==> src/rtl/fsm_seq_detect_pkg.sv <==
// Shared constants for the 1011 serial sequence detector.
// State width, state codes and the detected pattern.
package fsm_seq_detect_pkg;

  localparam int STATE_W = 4;

  typedef enum logic [STATE_W-1:0] {
    S0 = 4'd0,
    S1 = 4'd1,
    S2 = 4'd2,
    S3 = 4'd3,
    S4 = 4'd4
  } state_t;

  localparam logic [STATE_W-1:0] PATTERN = 4'b1011;

endpackage

==> src/rtl/fsm_seq_detect.sv <==
// Moore detector for serial pattern 1011 (MSB first) on x.
// Ports: clk, rst (sync, active-low), x in; y detect flag,
// ps1 registered state, ns1 combinational next state.
module fsm_seq_detect
  import fsm_seq_detect_pkg::*;
#(
  parameter bit OVERLAP = 1'b1
) (
  input  logic               clk,
  input  logic               rst,
  input  logic               x,
  output logic               y,
  output logic [STATE_W-1:0] ps1,
  output logic [STATE_W-1:0] ns1
);

  logic [STATE_W-1:0] ps;
  logic [STATE_W-1:0] ns;

  always_ff @(posedge clk) begin
    if (!rst) ps <= S0;
    else      ps <= ns;
  end

  // Codes 5..15 fall to the default and recover to idle.
  always_comb begin
    ns = S0;
    if (rst) begin
      unique case (ps)
        S0:      ns = x ? S1 : S0;
        S1:      ns = x ? S1 : S2;
        S2:      ns = x ? S3 : S0;
        S3:      ns = x ? S4 : S2;
        S4: begin
          if (x)            ns = S1;
          else if (OVERLAP) ns = S2;
          else              ns = S0;
        end
        default: ns = S0;
      endcase
    end
  end

  always_comb begin
    y = 1'b0;
    if (ps == S4) y = 1'b1;
  end

  assign ps1 = ps;
  assign ns1 = ns;

endmodule

==> config.mk <==
export PLATFORM = sky130hd
export DESIGN_NAME = fsm_seq_detect
export DESIGN_NICKNAME = d
export VERILOG_FILES = /design/src/rtl/fsm_seq_detect_pkg.sv /design/src/rtl/fsm_seq_detect.sv
export SDC_FILE = /design/constraint.sdc
export NUM_CORES = 1
export LEC_CHECK = 0
export BUFFER_PORTS_ARGS = -buffer_cell sky130_fd_sc_hd__buf_2
export CORE_AREA = 5 5 42 44
export CTS_CLUSTER_SIZE = 40
export DETAILED_ROUTE_END_ITERATION = 16
export DIE_AREA = 0 0 47 49
export SLEW_MARGIN = 10
export SYNTH_ARGS = -nofsm -noshare
export SYNTH_HDL_FRONTEND = slang
export SYNTH_SLANG_ARGS = --single-unit
export TNS_END_PERCENT = 10
==> constraint.sdc <==
create_clock -name clk -period 1.5 [get_ports clk]
set_clock_uncertainty 0.05 [all_clocks]
set_input_delay 0.3 -clock clk [delete_from_list [all_inputs] [get_ports clk]]
set_output_delay 0.3 -clock clk [all_outputs]
set_load 0.1 [all_outputs]
; ---- After elaboration in Yosys (flattened, before gate mapping)
; Cells that the tools add are included.
[classes]
n_eq_ne = 4
mux = 7
n_reduce_logical = 2
[ops]
columns = operator, count
row1 = $pmux 3 s4, 1
row2 = $eq 4x2->1 const B, 2
row3 = $mux 3, 2
row4 = $eq 4x1->1 const B, 1
row5 = $eq 4x3->1 const B, 1
row6 = $logic_not 4->1, 1
row7 = $mux 2, 2
row8 = $mux 1, 2
row9 = $reduce_or 2->1, 1
[word_totals]
ff_bits = 4
in_bits = 3
out_inout_bits = 9
wordCells = 14

; ---- Longest topological paths before layout
[depth]
word_depth = 4
depth_mapped = 2
ltp_nobuf = 2

; ---- Least setup slack after synthesis
; No wires, ideal clock.
[synth_path]
path_type = register -> output
from = register ps[2], in the netlist ps1[2]
to = output port y
arrival_ps = 3337
path_slack_ps = -2187
stages_incl_launch_ff = 2
n_path_buf = 0
cell_sequence = dfxtp_1 nor3b_1
[synth_via]
elab_chain_cells = 2
[synth_lines]
columns = item, line_no
row1 = "start, declared", fsm_seq_detect.sv:17  ; logic [STATE_W-1:0] ps;
row2 = "start signal, assigned", fsm_seq_detect.sv:22  ; else ps <= ns;
row3 = $eq 4x3->1, fsm_seq_detect.sv:46  ; if (ps == S4) y = 1'b1;
row4 = $mux 1, fsm_seq_detect.sv:46
row5 = "end, declared", fsm_seq_detect.sv:12  ; output logic y,
; No other way between the ends.

; ---- Worst setup path in the final report
[layout_path]
from = register ps[0], in the netlist ps1[0]
to = output port ns1[1]
[layout_via]
elab_chain_cells = 4
[layout_lines]
columns = item, line_no
row1 = $eq 4x3->1 / $eq 4x1->1 (equally long branches), fsm_seq_detect.sv:29  ; unique case (ps)
row2 = $reduce_or 2->1 (no source line), -
row3 = $pmux 3 s4 *, fsm_seq_detect.sv:29
row4 = $mux 3 *, fsm_seq_detect.sv:28  ; if (rst) begin
row5 = "end, declared", fsm_seq_detect.sv:14  ; output logic [STATE_W-1:0] ns1
; Mark *: on every way between the ends. The rest lies on a longest branch, timed or not.

==> flow_metrics.py <==
metrics = {
    "yosys": {
        "synth.area.top_cells": "dfxtp_1, and4bb_2, o31a_1",
        "yosysTopAreaCell": "dfxtp_1",
        "synth_ff_type": "dfxtp_1",
        "yosysWarnings": 0,
        "synth_edf_count": 0,
        "netlist_area_um2": 190,
        "synth_top_cell_area_share_pct": 31.6,
        "ys_seq_area_share_pct": 31.6,
        "avgSynthCellArea_um2": 10.6,
        "synth_cell_types": 11,
        "async_reset_ff_share_pct": 0,
        "ys_ff_latch": 3,
        "syn_inst": 18,
        "yosysMostFrequentCell": "dfxtp_1",
    },
    "drt": {
        "wl_per_cell_um": 10.8,
        "drc": 0,
        "dr.pass1.iters": 1,
        "drt_iter0_drc": 0,
        "routed_via_density": 3.96,
        "num_vias": 194,
        "ant_nets": 0,
        "wl_um": 528,
    },
    "global_routing": {
        "grt_max_degree": 8,
        "grt_overflow_total": 0,
        "met2_usage_pct": 6.56,
        "busiest_layer": "met4",
        "grt_first_pass_wirelength_um": 910,
        "grt_pass1_vias": 202,
        "antenna_found_initial": 0,
        "track_usage_pct": 6.41,
        "use_met3_pct": 4.43,
        "grt_use_met1_pct": 6.39,
    },
    "job": {
        "cap_violations": 0,
    },
    "power": {
        "vdd_drop_max_mv": 0.365,
        "p_leak_nw": 0.165,
        "powerDensity_nw_per_um2": 785,
        "power_uw": 344,
    },
    "cts": {
        "cts_tree": "yes",
        "insertion_delay_ns": 0.24,
        "clockRootBuffer": "clkbuf_4",
        "numCtsBuffers": 3,
        "cts_hold_buf": 0,
        "cts_sinks": 3,
        "clock_path_buffers": 2,
        "htree_levels": 1,
        "clk_pin_slew_ns": 0.04,
    },
    "critical_path": {
        "end_kind": "output port",
        "crit_fanout": 7,
        "required_ns": 1.15,
        "critPathArrivalTime_ns": 1.27,
        "critPathKind": "reg2out",
        "start_kind": "register",
        "reg2reg_depth": 2,
    },
    "floorplan": {
        "die_h_um": 49,
        "rows": 14,
        "ios": 12,
        "initial_core_util_pct": 13.6,
        "die-area_um2": 2300,
        "die_w_um": 47,
        "coreArea_um2": 1400,
    },
    "sta": {
        "rsz0062_at_grt": "true",
        "setup_viol": 3,
        "whs_ns": 0.269,
        "finalHoldViolCount": 0,
        "fmax_mhz": 616,
        "drv_slew": 0,
        "fin_crit_ns": 1.62,
        "fin_ws_ns": -0.124,
        "period_share_pct": 108,
    },
    "cells_and_area": {
        "fin_cells": 49,
        "syn2layout_area_growth_pct": 130,
        "largest_reg_flops": 3,
        "finalNetCount": 37,
        "fill_cells": 155,
        "diodes": 0,
        "layout-drive-gt1-share_pct": 81.8,
    },
    "placed_design": {
        "portBuffers": 9,
        "gp_congestion": 0.608,
        "dp.cells": 44,
    },
    "hold_path": {
        "hold_path.class": "in2reg",
        "whs_path_depth": 2,
    },
    "run_status": {
        "violations": "setup timing",
        "outcome": "finished with violations",
    },
}
[stage by stage]
stage / worst slack, ns / area, µm² / util [%] / setup TNS, ns
floorplan: -0.307 / 230 / - / -1.09
global placement: 0.00525 / 370 / 26.4 / 0
detailed placement: -0.0218 / 370 / 26.4 / -0.0218
CTS: -0.139 / 438 / 31.3 / -0.283
global route: -0.183 / 438 / 31.3 / -0.395
finish: -0.124 / 438 / 31.3 / -0.238
[cell families after synthesis]
logic type      share of synthesized area (%)
buf+inv                                  7.89
compound gates                           9.21
flops                                    31.6
simple gates                             43.4
fa+ha+maj                                5.92
other cells                              1.97
[what timing repair did]
item,in CTS,in global routing
resized for setup,6,0
endpoints found under the setup margin,3,3
buffers inserted,1,0
pin swaps,2,0
[power by group]
group,switching [mW],internal (mW),leakage [nW]
logic,0.0752,0.0327,0.123
clock network,0.0492,0.100,0.0150
registers,0.00704,0.0795,0.0267
total,0.131,0.212,0.165
[critical path, cell delays in order (launching register included)]
cell and delay, ns:
dfxtp_4 0.37, nor3b_4 0.16, o31a_4 0.33, buf_12 0.17
[metal layers]
metal	routed length, µm	share of wire, %
met3	70	13
met4	28	5.3
met2	232	44
met1	196	37
met5	0	0
[cell type report]
type | instances | area (µm²) | share of cell area, %
timing repair buffer | 12 | 145 | 33.1
tap | 16 | 20.0 | 4.57
sequential | 3 | 71.3 | 16.3
multi-input combinational | 14 | 175 | 40.0
clock buffer | 4 | 26.3 | 6.00
[path summary, 6_finish.rpt]
kind / start / endpoint / slack (ns)
worst max register to register: ps1[2] / ps1[1] / 0.52
worst min register to register: ps1[1] / ps1[2] / 0.58
worst max-delay path: ps1[0] / ns1[1] / -0.12
worst min-delay path: rst / ps1[1] / 0.27
[placed cells by master, fill, tap and decap left out]
master,count
buf_2,3
buf_4,4
buf_12,5
nor2_4,1
and4bb_2,2
conb_1,2
nor2_1,1
nand2_1,1
dfxtp_4,3
nor4b_4,1
clkbuf_4,3
maj3_2,1
o31a_1,1
nor3b_4,2
o31a_4,1
nor4bb_4,1
clkbuf_1,1
Power figures use the tool's default switching activity.
